## src/rtl/pwm_pkg.sv

```systemverilog
// ============================================================================
// pwm_pkg : shared types and constants for the PWM timebase block
// Rev 1.0 : initial release
// ============================================================================
`default_nettype none

package pwm_pkg;

  localparam int CNT_W_DEF = 16;
  localparam int PSC_W_DEF = 8;

  typedef enum logic [1:0] {
    ST_IDLE = 2'd0,
    ST_ARM  = 2'd1,
    ST_RUN  = 2'd2
  } pwm_state_e;

  // Functions-byte field: output alignment mode lives in bits [1:0]
  localparam int FN_ALIGN_LSB = 0;
  localparam int FN_ALIGN_W   = 2;

endpackage : pwm_pkg

`default_nettype wire

```

## src/rtl/pwm_shadow_regs.sv

```systemverilog
// ============================================================================
// pwm_shadow_regs : pending/active configuration bank with commit control
// Rev 1.0 : initial release
// ============================================================================
`default_nettype none

module pwm_shadow_regs
  import pwm_pkg::*;
#(
  parameter int CNT_W = CNT_W_DEF,
  parameter int PSC_W = PSC_W_DEF
) (
  input  logic             clk,
  input  logic             rst_n,
  input  logic             cfg_wr,
  input  logic [CNT_W-1:0] cfg_period,
  input  logic [CNT_W-1:0] cfg_compare1,
  input  logic [CNT_W-1:0] cfg_compare2,
  input  logic [7:0]       cfg_functions,
  input  logic             cfg_dir_down,
  input  logic [PSC_W-1:0] cfg_prescale,
  input  logic             commit,
  output logic [CNT_W-1:0] pend_period,
  output logic             pend_dir_down,
  output logic [CNT_W-1:0] act_period,
  output logic [CNT_W-1:0] act_compare1,
  output logic [CNT_W-1:0] act_compare2,
  output logic [7:0]       act_functions,
  output logic             act_dir_down,
  output logic [PSC_W-1:0] act_prescale,
  output logic             cfg_pending
);

  logic [CNT_W-1:0] pper_q, pper_d, pcmp1_q, pcmp1_d, pcmp2_q, pcmp2_d;
  logic [7:0]       pfn_q, pfn_d;
  logic             pdir_q, pdir_d;
  logic [PSC_W-1:0] ppsc_q, ppsc_d;
  logic [CNT_W-1:0] aper_q, aper_d, acmp1_q, acmp1_d, acmp2_q, acmp2_d;
  logic [7:0]       afn_q, afn_d;
  logic             adir_q, adir_d;
  logic [PSC_W-1:0] apsc_q, apsc_d;
  logic             pend_q, pend_d;

  // Commit copies the pre-write pending contents; a write in the same clock
  // stays pending for the following commit.
  always_comb begin
    pper_d  = pper_q;
    pcmp1_d = pcmp1_q;
    pcmp2_d = pcmp2_q;
    pfn_d   = pfn_q;
    pdir_d  = pdir_q;
    ppsc_d  = ppsc_q;
    aper_d  = aper_q;
    acmp1_d = acmp1_q;
    acmp2_d = acmp2_q;
    afn_d   = afn_q;
    adir_d  = adir_q;
    apsc_d  = apsc_q;
    pend_d  = pend_q;
    if (commit) begin
      aper_d  = pper_q;
      acmp1_d = pcmp1_q;
      acmp2_d = pcmp2_q;
      afn_d   = pfn_q;
      adir_d  = pdir_q;
      apsc_d  = ppsc_q;
      pend_d  = 1'b0;
    end
    if (cfg_wr) begin
      pper_d  = cfg_period;
      pcmp1_d = cfg_compare1;
      pcmp2_d = cfg_compare2;
      pfn_d   = cfg_functions;
      pdir_d  = cfg_dir_down;
      ppsc_d  = cfg_prescale;
      pend_d  = 1'b1;
    end
  end

  always_ff @(posedge clk or negedge rst_n) begin
    if (!rst_n) begin
      pper_q  <= '0;
      pcmp1_q <= '0;
      pcmp2_q <= '0;
      pfn_q   <= '0;
      pdir_q  <= 1'b0;
      ppsc_q  <= '0;
      aper_q  <= '0;
      acmp1_q <= '0;
      acmp2_q <= '0;
      afn_q   <= '0;
      adir_q  <= 1'b0;
      apsc_q  <= '0;
      pend_q  <= 1'b0;
    end else begin
      pper_q  <= pper_d;
      pcmp1_q <= pcmp1_d;
      pcmp2_q <= pcmp2_d;
      pfn_q   <= pfn_d;
      pdir_q  <= pdir_d;
      ppsc_q  <= ppsc_d;
      aper_q  <= aper_d;
      acmp1_q <= acmp1_d;
      acmp2_q <= acmp2_d;
      afn_q   <= afn_d;
      adir_q  <= adir_d;
      apsc_q  <= apsc_d;
      pend_q  <= pend_d;
    end
  end

  assign pend_period   = pper_q;
  assign pend_dir_down = pdir_q;
  assign act_period    = aper_q;
  assign act_compare1  = acmp1_q;
  assign act_compare2  = acmp2_q;
  assign act_functions = afn_q;
  assign act_dir_down  = adir_q;
  assign act_prescale  = apsc_q;
  assign cfg_pending   = pend_q;

endmodule : pwm_shadow_regs

`default_nettype wire

```

## src/rtl/pwm_timebase_ctrl.sv

```systemverilog
// ============================================================================
// pwm_timebase_ctrl : prescaled up/down timebase with wrap-synchronous config
// Rev 1.0 : initial release
// ============================================================================
`default_nettype none

module pwm_timebase_ctrl
  import pwm_pkg::*;
#(
  parameter int CNT_W = CNT_W_DEF,
  parameter int PSC_W = PSC_W_DEF
) (
  input  logic             clk,
  input  logic             rst_n,
  input  logic             en,
  input  logic             cnt_clr,
  input  logic             cfg_wr,
  input  logic [CNT_W-1:0] cfg_period,
  input  logic [CNT_W-1:0] cfg_compare1,
  input  logic [CNT_W-1:0] cfg_compare2,
  input  logic [7:0]       cfg_functions,
  input  logic             cfg_dir_down,
  input  logic [PSC_W-1:0] cfg_prescale,
  output logic [CNT_W-1:0] count_val,
  output logic [CNT_W-1:0] period,
  output logic [CNT_W-1:0] compare1,
  output logic [CNT_W-1:0] compare2,
  output logic [7:0]       functions,
  output logic             pwm_en,
  output logic             wrap_pulse,
  output logic             upd_pulse,
  output logic             cfg_pending
);

  pwm_state_e       state_q, state_d;
  logic [CNT_W-1:0] cnt_q, cnt_d;
  logic [PSC_W-1:0] psc_q, psc_d;
  logic             wrap_q, wrap_d;
  logic             upd_q, upd_d;

  logic             commit;
  logic             tick;
  logic             at_wrap;
  logic [CNT_W-1:0] pend_period;
  logic             pend_dir_down;
  logic             act_dir_down;
  logic [PSC_W-1:0] act_prescale;
  logic             sel_dir;
  logic [CNT_W-1:0] sel_period;

  pwm_shadow_regs #(
    .CNT_W (CNT_W),
    .PSC_W (PSC_W)
  ) u_shadow (
    .clk           (clk),
    .rst_n         (rst_n),
    .cfg_wr        (cfg_wr),
    .cfg_period    (cfg_period),
    .cfg_compare1  (cfg_compare1),
    .cfg_compare2  (cfg_compare2),
    .cfg_functions (cfg_functions),
    .cfg_dir_down  (cfg_dir_down),
    .cfg_prescale  (cfg_prescale),
    .commit        (commit),
    .pend_period   (pend_period),
    .pend_dir_down (pend_dir_down),
    .act_period    (period),
    .act_compare1  (compare1),
    .act_compare2  (compare2),
    .act_functions (functions),
    .act_dir_down  (act_dir_down),
    .act_prescale  (act_prescale),
    .cfg_pending   (cfg_pending)
  );

  // Reload values follow whatever configuration will be active after this edge
  assign sel_dir    = cfg_pending ? pend_dir_down : act_dir_down;
  assign sel_period = cfg_pending ? pend_period   : period;
  assign tick       = (state_q == ST_RUN) && (psc_q >= act_prescale);
  assign at_wrap    = act_dir_down ? (cnt_q == '0) : (cnt_q >= period);

  always_comb begin
    state_d = state_q;
    cnt_d   = cnt_q;
    psc_d   = psc_q;
    wrap_d  = 1'b0;
    upd_d   = 1'b0;
    commit  = 1'b0;
    case (state_q)
      ST_IDLE: begin
        cnt_d  = '0;
        psc_d  = '0;
        commit = cfg_pending;
        upd_d  = cfg_pending;
        if (en) state_d = ST_ARM;
      end
      ST_ARM: begin
        psc_d = '0;
        if (!en) begin
          state_d = ST_IDLE;
          cnt_d   = '0;
        end else begin
          state_d = ST_RUN;
          commit  = cfg_pending;
          upd_d   = cfg_pending;
          cnt_d   = sel_dir ? sel_period : '0;
        end
      end
      ST_RUN: begin
        if (!en) begin
          state_d = ST_IDLE;
          cnt_d   = '0;
          psc_d   = '0;
        end else if (cnt_clr) begin
          psc_d = '0;
          cnt_d = act_dir_down ? period : '0;
        end else if (tick) begin
          psc_d = '0;
          if (at_wrap) begin
            wrap_d = 1'b1;
            commit = cfg_pending;
            upd_d  = cfg_pending;
            cnt_d  = sel_dir ? sel_period : '0;
          end else begin
            cnt_d = act_dir_down ? (cnt_q - CNT_W'(1)) : (cnt_q + CNT_W'(1));
          end
        end else begin
          psc_d = psc_q + PSC_W'(1);
        end
      end
      default: begin
        state_d = ST_IDLE;
        cnt_d   = '0;
        psc_d   = '0;
      end
    endcase
  end

  always_ff @(posedge clk or negedge rst_n) begin
    if (!rst_n) begin
      state_q <= ST_IDLE;
      cnt_q   <= '0;
      psc_q   <= '0;
      wrap_q  <= 1'b0;
      upd_q   <= 1'b0;
    end else begin
      state_q <= state_d;
      cnt_q   <= cnt_d;
      psc_q   <= psc_d;
      wrap_q  <= wrap_d;
      upd_q   <= upd_d;
    end
  end

  // Pulses are registered so they line up with the count/config they announce
  assign count_val  = cnt_q;
  assign pwm_en     = (state_q == ST_RUN);
  assign wrap_pulse = wrap_q;
  assign upd_pulse  = upd_q;

endmodule : pwm_timebase_ctrl

`default_nettype wire

```

## config.mk

```make
export PLATFORM = sky130hd
export DESIGN_NAME = pwm_timebase_ctrl
export DESIGN_NICKNAME = d
export VERILOG_FILES = /design/src/rtl/pwm_pkg.sv /design/src/rtl/pwm_shadow_regs.sv /design/src/rtl/pwm_timebase_ctrl.sv
export SDC_FILE = /design/constraint.sdc
export NUM_CORES = 1
export LEC_CHECK = 0
export BUFFER_PORTS_ARGS = -buffer_cell sky130_fd_sc_hd__buf_2
export CAP_MARGIN = 20
export CORE_MARGIN = 10
export CORE_UTILIZATION = 50
export DETAILED_ROUTE_END_ITERATION = 7
export PLACE_DENSITY_LB_ADDON = 0.12
export RECOVER_POWER = 25
export SLEW_MARGIN = 20
export SYNTH_ARGS = -nofsm -noshare
export SYNTH_HDL_FRONTEND = slang
export SYNTH_SLANG_ARGS = --single-unit
```

## constraint.sdc

```tcl
create_clock -name clk -period 3.25 [get_ports clk]
set_input_delay 0.325 -clock clk [delete_from_list [all_inputs] [get_ports clk]]
set_output_delay 0.325 -clock clk [all_outputs]
set_load 0.1 [all_outputs]
```

==> metrics.csv, run 1 <==
metric;value;unit
Peak Freq;315;MHz
chip height;148;microns
Mapped Area;8130;sq um
post-synth cell types;57;
crit share post-route;97.8;%
clk_lat worst skew;0.41;ns
root buffer cell;clkbuf_16;
Main synth FF type;dfrtp_1;
core box area;15900;sq um
top-count cell post-synth;dfrtp_1;
Chip Width;148;microns
count of buffers from port buffering;145;
GRT Util Overall;19.5;%
share of the synthesized area in the top cell type;48.9;%
fin util;61.6;%
Hold Path Class;primary input to flop;
Worst Hold Path EP;u_shadow.ppsc_q[1]$_DFFE_PN0P_;
vias per inst;5.65;
Final Max Tran Viols;137;
initial antenna violation count;5;
worst path bufs/invs;2;
crit path capture type;flop;
actual slew at the worst max-slew pin;1.80;ns
Rel. slew slack;-19.9;%
CP top delay family;simple AND/OR/NAND/NOR gates;
Synth top cells by count;dfrtp_1 (159), mux2_1 (65), mux2_2 (65);
num ports;146;
reg2reg start;u_shadow.act_period[14]$_DFFE_PN0P_;
WHS Path Cells;2;
drt pass-1 iters;5;
Initial DRC Count;433;
top post-synthesis cells by area;dfrtp_1 (49%), mux2_1 (9.0%), mux2_2 (9.0%);
WL/cell;19.5;microns
area grow syn2layout;20.4;%
reg-to-reg endpoint;u_shadow.act_compare2[3]$_DFFE_PN0P_;
max_cap viols;2;
Clock transition at path regs;0.06;ns
syn_area_per_cell;11.6;sq um
Longest Clk Path Bufs;2;
Final Hold Violating Endpoints;0;
die footprint;21800;sq um
Worst EP required;3.54;ns
Crit path largest cell delay;0.58;ns
Synth Instances;702;
Crit Path Max Fanout;41;
reg2reg path depth;10;
status;finished, violations left;
DR vias;6136;
routed wire length;21200;microns
Initial Util;51.2;%
Period minus WS final;3.18;ns
Filler Cell Count;1359;
crit-path cells;inv_1, ha_1, nand4_1, or4_4, o32ai_2, o21a_1, a31oi_1, or3b_4, buf_12, mux2_1;
failing checks;capacitance limit, slew limit;
Worst path slowest cell;or4_4;
antenna violation net count after detailed routing;0;
Async S/R FF share, synth;100;%
clock tree skew after final layout;0.0113;ns
vias in the first global route;6463;
RD Place Congestion;0.917;
layout cell share with drive strength beyond 1;33.7;%
Syn Nets;816;
Yosys Warn Count;0;
TNS Setup;0;ns
CTS tree;yes;
Post-synth EDFFs;0;
Seq/Total Area, Yosys;48.9;%
Synth area leader;dfrtp_1;
clock buffer count from CTS;17;
hold_sp;cfg_prescale[1];
CP arrival;3.47;ns
Yosys reg bits;159;
dpl hpwl;15600;microns
Final Setup Violations;0;
RSZ-0062 raised after global routing;true;
nets;970;
clock sink count;159;
CTS H-tree lvls;4;
CP Class;flop to flop;
DRC violations left;0;
R2R setup slack;0.07;ns
Worst Setup Start Kind;flop;
GRT overflow;0;
largest net degree at the start of global routing;71;
global-route wire length before repair;34400;microns
row cnt;46;
-- timing repair --
item / in CTS / in global routing
setup endpoints to repair: 0 / 62
hold buffers: 1 / 0
buffers inserted: 0 / 1
resized for setup: 0 / 2
hold endpoints to repair: 68 / 0
-- layout make-up --
class                   count  area [sq um]  share of cell area [%]
diodes                      3          7.51                  0.0767
clock buffers              25           485                    4.96
clock inverters             5          60.1                   0.613
inverters                  32           120                    1.23
multi-input cells         477          3870                    39.6
flip-flops and latches    159          4040                    41.2
well taps                 216           270                    2.76
repair buffers            169           935                    9.55
-- cell families (layout without fill, tap and decap cells) --
kind of cell,after synthesis,in the layout,share of synthesized area (%)
other,0,3,0
xor gates and xnor gates,16,16,1.72
and+or+nand+nor,114,114,6.66
muxes,145,145,19.8
adders and majority gates,44,44,6.86
AOI/OAI and AO/OA,158,158,12.5
buffers and inverters,66,231,3.49
DFF,159,159,48.9
-- worst max-delay path by stage --
| stage | to | from | cells past startpoint |
|---|---|---|---|
| detailed placement | u_shadow.act_compare1[1]$_DFFE_PN0P_ | u_shadow.act_period[13]$_DFFE_PN0P_ | 10 |
| CTS | u_shadow.act_compare1[1]$_DFFE_PN0P_ | u_shadow.act_period[13]$_DFFE_PN0P_ | 10 |
| floorplan | u_shadow.act_compare1[0]$_DFFE_PN0P_ | u_shadow.act_period[3]$_DFFE_PN0P_ | 10 |
| finish | u_shadow.act_compare2[3]$_DFFE_PN0P_ | u_shadow.act_period[14]$_DFFE_PN0P_ | 10 |
| global placement | u_shadow.act_period[6]$_DFFE_PN0P_ | u_shadow.act_period[13]$_DFFE_PN0P_ | 10 |
| global route | u_shadow.act_compare2[5]$_DFFE_PN0P_ | u_shadow.act_period[14]$_DFFE_PN0P_ | 10 |
-- flip-flops by register name, summed over array words and instances, names as in the netlist --
signal / flops
count_val: 16
u_shadow.act_compare1: 16
u_shadow.act_compare2: 16
u_shadow.act_period: 16
u_shadow.pcmp1_q: 16
u_shadow.pcmp2_q: 16
u_shadow.pend_period: 16
psc_q: 8
u_shadow.act_functions: 8
u_shadow.act_prescale: 8
u_shadow.pfn_q: 8
u_shadow.ppsc_q: 8
state_q: 2
u_shadow.act_dir_down: 1
u_shadow.cfg_pending: 1
u_shadow.pend_dir_down: 1
upd_pulse: 1
wrap_pulse: 1
-- layer usage --
metal | vias up | routed length [microns] | track usage (%)
met5 | - | 27 | 0
met4 | 4 | 364 | 6.24
met3 | 31 | 1510 | 6.23
met2 | 183 | 10100 | 31.6
met1 | 3061 | 9210 | 24.3
li1 | 2857 | - | -
-- per-stage QoR --
stage / instances / area (sq um) / worst slack [ns] / hold slack [ns]
2_1_floorplan: 702 / 8190 / 0.00648 / 0.0294
3_3_place_gp: 1051 / 9220 / 0.141 / 0.377
3_5_place_dp: 1051 / 9220 / 0.0780 / 0.390
4_1_cts: 1082 / 9780 / 0.0700 / 0.125
5_1_grt: 1084 / 9780 / -0.0517 / 0.128
6_report: 1086 / 9790 / 0.0716 / 0.143
-- placed cells by master, fill, tap and decap left out, types with 6 or more instances in the layout --
| cell | instances |
|---|---|
| ha_1 | 43 |
| dfrtp_2 | 19 |
| a22oi_1 | 7 |
| a21o_1 | 17 |
| o21ai_0 | 27 |
| nand3_1 | 11 |
| dfrtp_1 | 131 |
| a211oi_1 | 6 |
| and3_1 | 6 |
| nor2_1 | 24 |
| mux2i_1 | 15 |
| mux2_1 | 65 |
| mux2_2 | 65 |
| nand2_1 | 39 |
| a21oi_1 | 42 |
| a31oi_1 | 6 |
| o21ai_1 | 13 |
| clkbuf_16 | 17 |
| inv_1 | 31 |
| xor2_1 | 13 |
| dfrtp_4 | 9 |
| buf_2 | 144 |
| buf_4 | 19 |
Power of run 1 is left out: the tool's default activity adds up to more than one toggle a clock period on the data nets, which glitch-free logic cannot reach.
==> inputs of run 2 (changes only) <==
ABC_AREA = 1   (was default)
MAX_ROUTING_LAYER = met4   (was default)
==> metrics.csv, run 2 <==
metric;value;unit
WL/cell;14.7;microns
post-synth cell types;32;
reg-to-reg endpoint;u_shadow.act_compare1[4]$_DFFE_PN0P_;
Main synth FF type;dfrtp_1;
clock sink count;159;
met3 wire len;1220;microns
DRC violations left;0;
Syn Nets;1290;
Rel. slew slack;-14.9;%
TNS Setup;0;ns
row cnt;47;
Crit Path Max Fanout;48;
num ports;146;
routed wire length;22700;microns
met1 WL;10900;microns
most common cell after layout, fill and taps aside;nand2_1;
DR vias;7719;
Chip Width;151;microns
Synth area leader;dfrtp_1;
area grow syn2layout;17.3;%
Worst EP required;3.60;ns
actual slew at the worst max-slew pin;1.72;ns
reg2reg path depth;17;
chip height;151;microns
GRT overflow;0;
Yosys Warn Count;0;
Final Setup Violations;0;
Synth top cells by count;nand2_1 (588), dfrtp_1 (159), nand3_1 (117);
Post-synth EDFFs;0;
commonest cells after routing, fill and taps aside;nand2_1 (588), dfrtp_1 (159), buf_2 (143);
die footprint;22900;sq um
Worst Setup Start Kind;flop;
post-route cell area;10100;sq um
CP Class;flop to flop;
Leakage;5.93;nW
max_cap viols;1;
Period minus WS final;2.79;ns
reg2reg start;count_val[0]$_DFFE_PN0P_;
top sig layer;met4;
RD Place Congestion;0.902;
Synth Instances;1176;
root buffer cell;clkbuf_16;
antenna violation net count after detailed routing;0;
clock tree skew after final layout;0.0120;ns
drt pass-1 iters;6;
Cell Pwr Density;1130;nW/um^2
Yosys reg bits;159;
initial antenna violation count;5;
Worst Hold Path EP;u_shadow.pcmp2_q[9]$_DFFE_PN0P_;
vias per inst;5.01;
post-CTS setup buffers;0;
CTS H-tree lvls;4;
Seq/Total Area, Yosys;46.1;%
Peak Freq;358;MHz
CP arrival;3.14;ns
crit path capture type;flop;
core box area;16800;sq um
nets;1416;
worst vdd ir;819;uV
vias in the first global route;7541;
Clock transition at path regs;0.07;ns
dpl hpwl;15900;microns
clk_lat worst skew;0.42;ns
clock buffer count from CTS;17;
GRT Util Overall;21.1;%
Hold Path Class;primary input to flop;
count of buffers from port buffering;145;
Final Hold Violating Endpoints;0;
syn_area_per_cell;7.33;sq um
Initial Util;51.5;%
Longest Clk Path Bufs;2;
Async S/R FF share, synth;100;%
top post-synthesis cells by area;dfrtp_1 (46%), nand2_1 (26%), nand3_1 (6.8%);
failing checks;capacitance limit, slew limit;
Final Max Tran Viols;70;
WHS Path Cells;3;
met2 wire length;10300;microns
layout cell share with drive strength beyond 1;15.2;%
Initial DRC Count;499;
status;finished, violations left;
top-count cell post-synth;nand2_1;
largest net degree at the start of global routing;70;
share of the synthesized area in the top cell type;46.1;%
RSZ-0062 raised after global routing;false;
fin util;60.4;%
R2R setup slack;0.46;ns
crit share post-route;85.9;%
global-route wire length before repair;38100;microns
CTS tree;yes;
Placed Instance Area;9480;sq um
hold_sp;cfg_compare2[9];
Mapped Area;8620;sq um
==> run 2: changes by cell type in the layout (fill, tap and decap cells not counted), moves of 8 or more <==
| cell | previous run | this run |
|---|---|---|
| inv_1 | 31 | 79 |
| mux2_2 | 65 | 1 |
| o21ai_1 | 13 | 1 |
| mux2_1 | 65 | 0 |
| nand2_1 | 39 | 588 |
| dfrtp_2 | 19 | 0 |
| nand3_1 | 11 | 117 |
| a21oi_1 | 42 | 34 |
| mux2i_1 | 15 | 0 |
| a21o_1 | 17 | 1 |
| dfrtp_4 | 9 | 0 |
| dfrtp_1 | 131 | 159 |
| nor2_1 | 24 | 33 |
==> run 2: cells by family (layout without fill, tap and decap cells) <==
group,Yosys count,after routing,share of synthesized area [%]
DFF,159,159,46.1
and+or+nand+nor,760,760,35.4
buffers and inverters,139,278,6.95
adders and majority gates,44,44,6.47
AOI/OAI and AO/OA,62,62,3.82
muxes,1,1,0.131
xor gates and xnor gates,11,11,1.12
other,0,5,0
==> run 2: repair_timing <==
item / 4_1_cts / 5_1_grt
gates resized for setup: 0 / 0
hold endpoints to repair: 66 / 0
hold buffers: 1 / 0
==> run 2: layout make-up <==
| cell class | instances | area, sq um |
|---|---|---|
| Fill cell | 1589 | 6640 |
| Multi-Input combinational cell | 878 | 4050 |
| Sequential cell | 159 | 3980 |
| Timing Repair Buffer | 160 | 850 |
| Clock buffer | 19 | 453 |
| Inverter | 86 | 324 |
| Tap cell | 220 | 275 |
| Clock inverter | 13 | 173 |
| Antenna cell | 5 | 12.5 |
==> run 2: per-stage QoR <==
| stage | total power [W] | worst slack, ns | hold slack, ns | instances |
|---|---|---|---|---|
| finish | 0.0115 | 0.457 | 0.0929 | 1540 |
| CTS | 0.0115 | 0.473 | 0.0744 | 1535 |
| detailed placement | 0.00936 | 0.525 | 0.360 | 1502 |
| global route | 0.0122 | 0.132 | 0.0914 | 1540 |
| floorplan | 0.00815 | 0.505 | 0.0294 | 1176 |
| global placement | 0.00929 | 0.572 | 0.362 | 1502 |
==> run 2: how the worst max path moves through the flow <==
stage	from	to	slack, ns	cells after the start
after global routing	count_val[0]$_DFFE_PN0P_	u_shadow.act_period[4]$_DFFE_PN0P_	0.13	17
after CTS	count_val[0]$_DFFE_PN0P_	u_shadow.act_compare1[4]$_DFFE_PN0P_	0.47	17
after global placement	count_val[0]$_DFFE_PN0P_	u_shadow.act_compare1[13]$_DFFE_PN0P_	0.57	17
after detailed placement	count_val[0]$_DFFE_PN0P_	u_shadow.act_compare1[10]$_DFFE_PN0P_	0.53	17
final	count_val[0]$_DFFE_PN0P_	u_shadow.act_compare1[4]$_DFFE_PN0P_	0.46	17
after floorplan	count_val[0]$_DFFE_PN0P_	u_shadow.act_period[0]$_DFFE_PN0P_	0.51	19
==> run 2: routing by layer <==
layer | GRT usage (%) | vias up
li1 | - | 3944
met3 | 4.56 | 23
met4 | 5.58 | 0
met2 | 31.6 | 209
met1 | 28.5 | 3543
met5 | - | -
==> run 2: report_power, final <==
part / internal (W) / switching, W / leakage [nW]
Combinational: 0.00130 / 0.00507 / 3.62
Sequential: 0.00250 / 0.000455 / 2.00
Clock: 0.00127 / 0.000859 / 0.305
==> run 2: worst max-delay path, stage by stage (launching register included) <==
cell,delay [ns]
dfrtp_1,0.46
inv_1,0.10
ha_1,0.29
nand2_1,0.04
nand3_1,0.07
nand2_1,0.05
nand2_1,0.09
nand2_1,0.06
nand2_1,0.09
nand2_1,0.07
nand2_2,0.28
nand3_1,0.18
nand2_1,0.09
nand2_1,0.06
nand2_2,0.08
buf_4,0.44
nand3_1,0.14
nand2_1,0.11
Note: power is estimated with default switching activity, not from simulation.
==> inputs of run 3 (changes only) <==
==> constraint.sdc (replaced) <==
create_clock -name clk -period 3.25 [get_ports clk]
set_input_delay 0.1625 -clock clk [delete_from_list [all_inputs] [get_ports clk]]
set_output_delay 0.1625 -clock clk [all_outputs]
set_load 0.1 [all_outputs]
==> metrics.csv, run 3 (synthesis results as in run 2) <==
metric;value;unit
num ports;146;
antenna violation net count after detailed routing;0;
CP Class;flop to flop;
TNS Setup;0;ns
initial antenna violation count;1;
Crit path largest cell delay;0.45;ns
met2 wire length;10800;microns
GRT overflow;0;
Chip Width;151;microns
PnR worst setup slack;0.494;ns
Final Max Tran Viols;154;
met3 wire len;1360;microns
switching power;0.00637;W
Initial Util;51.5;%
routed wire length;23500;microns
root buffer cell;clkbuf_16;
clock tree skew after final layout;0.0100;ns
Worst path slowest cell;dfrtp_1;
crit share post-route;84.8;%
Final Hold Violating Endpoints;0;
core box area;16800;sq um
count of buffers from port buffering;145;
RD Place Congestion;0.898;
hold_buf cts;66;
vias in the first global route;8082;
row cnt;47;
fin util;64.5;%
vias per inst;5.01;
Peak Freq;363;MHz
worst vdd ir;820;uV
reg2reg start;count_val[0]$_DFFE_PN0P_;
Filler Cell Count;1509;
top sig layer;met4;
Period minus WS final;2.76;ns
Initial DRC Count;623;
Final Setup Violations;0;
die footprint;22900;sq um
chip height;151;microns
Hold Path Class;primary input to flop;
RSZ-0062 raised after global routing;false;
dpl hpwl;15900;microns
crit path capture type;flop;
WHS Path Cells;3;
layout cell share with drive strength beyond 1;14.4;%
Int Pwr;0.00523;W
clock buffer count from CTS;17;
met1 WL;11000;microns
commonest cells after routing, fill and taps aside;nand2_1 (588), dfrtp_1 (159), buf_2 (143);
reg-to-reg endpoint;u_shadow.act_compare1[6]$_DFFE_PN0P_;
clock network power share;18.7;%
Crit Path Max Fanout;48;
reg2reg path depth;18;
worst path bufs/invs;2;
Sw Share;54.9;%
area grow syn2layout;25.4;%
GRT Util Overall;21.9;%
drt pass-1 iters;5;
Cell Pwr Density;1070;nW/um^2
Worst EP required;3.61;ns
CP arrival;3.11;ns
Longest Clk Path Bufs;2;
failing checks;capacitance limit, slew limit;
largest net degree at the start of global routing;89;
Leakage;6.22;nW
WL/cell;14.7;microns
most common cell after layout, fill and taps aside;nand2_1;
max_cap viols;2;
status;finished, violations left;
global-route wire length before repair;39600;microns
post-CTS setup buffers;0;
CTS tree;yes;
clk_lat worst skew;0.43;ns
Total Power;0.0116;W
worst slack, placed;0.497;ns
actual slew at the worst max-slew pin;2.88;ns
DR vias;8028;
CTS H-tree lvls;4;
Reg power frac;25.2;%
CP top delay family;simple AND/OR/NAND/NOR gates;
Rel. slew slack;-92.1;%
CTS resizes;0;
hold_sp;en;
Worst Setup Start Kind;flop;
Comb pwr share;56.0;%
crit-path cells;inv_1, ha_1, nand2_1, nand3_1, nand2_1, nand2_1, nand2_1, nand2_1, nand2_1, nand2_2, nand3_1, nand2_1, nand2_1, nand2_2, nand2_2, buf_4, nand2_1, nand2_1;
Worst Hold Path EP;state_q[1]$_DFFE_PN0P_;
Clock transition at path regs;0.06;ns
Worst path most repeated cell;nand2_1;
clock sink count;159;
nets;1482;
R2R setup slack;0.49;ns
DRC violations left;0;
==> run 3: changes by cell type in the layout (fill, tap and decap cells not counted), moves of 2 or more <==
cell / previous run / this run
clkinv_2: 3 / 1
buf_12: 1 / 4
diode_2: 5 / 1
inv_8: 2 / 0
dlygate4sd3_1: 1 / 66
buf_4: 12 / 10
==> run 3: worst max-delay path by stage <==
stage                                                      end  depth (start not counted)                      from  slack (ns)
after detailed placement  u_shadow.act_compare1[6]$_DFFE_PN0P_                         18  count_val[0]$_DFFE_PN0P_        0.50
after CTS                 u_shadow.act_compare1[6]$_DFFE_PN0P_                         18  count_val[0]$_DFFE_PN0P_        0.47
final                     u_shadow.act_compare1[6]$_DFFE_PN0P_                         18  count_val[0]$_DFFE_PN0P_        0.49
after floorplan             u_shadow.act_period[0]$_DFFE_PN0P_                         19  count_val[0]$_DFFE_PN0P_        0.51
after global placement        u_shadow.cfg_pending$_DFFE_PN0P_                         18  count_val[0]$_DFFE_PN0P_        0.56
after global routing      u_shadow.act_compare2[5]$_DFFE_PN0P_                         18  count_val[0]$_DFFE_PN0P_        0.16
==> run 3: cell type report <==
type | instances | area (sq um) | area share, %
antenna | 1 | 2.50 | 0.0231
clock buffer | 20 | 467 | 4.31
clock inverter | 11 | 176 | 1.63
inverter | 86 | 323 | 2.98
multi-input combinational | 878 | 4050 | 37.4
sequential | 159 | 3980 | 36.8
tap | 220 | 275 | 2.54
timing repair buffer | 226 | 1540 | 14.3
==> run 3: worst reg2reg max path, cell delays in order, from the launching register on <==
cell,delay (ns)
dfrtp_1,0.45
inv_1,0.10
ha_1,0.30
nand2_1,0.07
nand3_1,0.08
nand2_1,0.06
nand2_1,0.08
nand2_1,0.07
nand2_1,0.07
nand2_1,0.08
nand2_2,0.21
nand3_1,0.18
nand2_1,0.06
nand2_1,0.07
nand2_2,0.08
nand2_2,0.07
buf_4,0.44
nand2_1,0.12
nand2_1,0.09
==> run 3: routing by layer <==
layer	vias to the layer above	global-route usage, %
met4	0	5.92
met5	-	-
met3	33	4.15
li1	4067	-
met2	243	34.0
met1	3685	29.0
==> run 3: power by group through the flow <==
| stage | Sequential [W] | Combinational, W | Clock, W |
|---|---|---|---|
| detailed placement | 0.00293 | 0.00646 | 0 |
| global placement | 0.00295 | 0.00637 | 0 |
| finish | 0.00292 | 0.00650 | 0.00217 |
| global route | 0.00299 | 0.00708 | 0.00230 |
| floorplan | 0.00540 | 0.00276 | 0 |
| CTS | 0.00292 | 0.00652 | 0.00221 |
==> run 3: through the flow <==
stage	cells	hold slack, ns	instance area [sq um]
after floorplan	1176	-0.133	8620
after global placement	1502	0.298	9500
after detailed placement	1503	0.288	9520
after CTS	1600	0.0625	10800
after global routing	1601	0.127	10800
final	1601	0.0709	10800
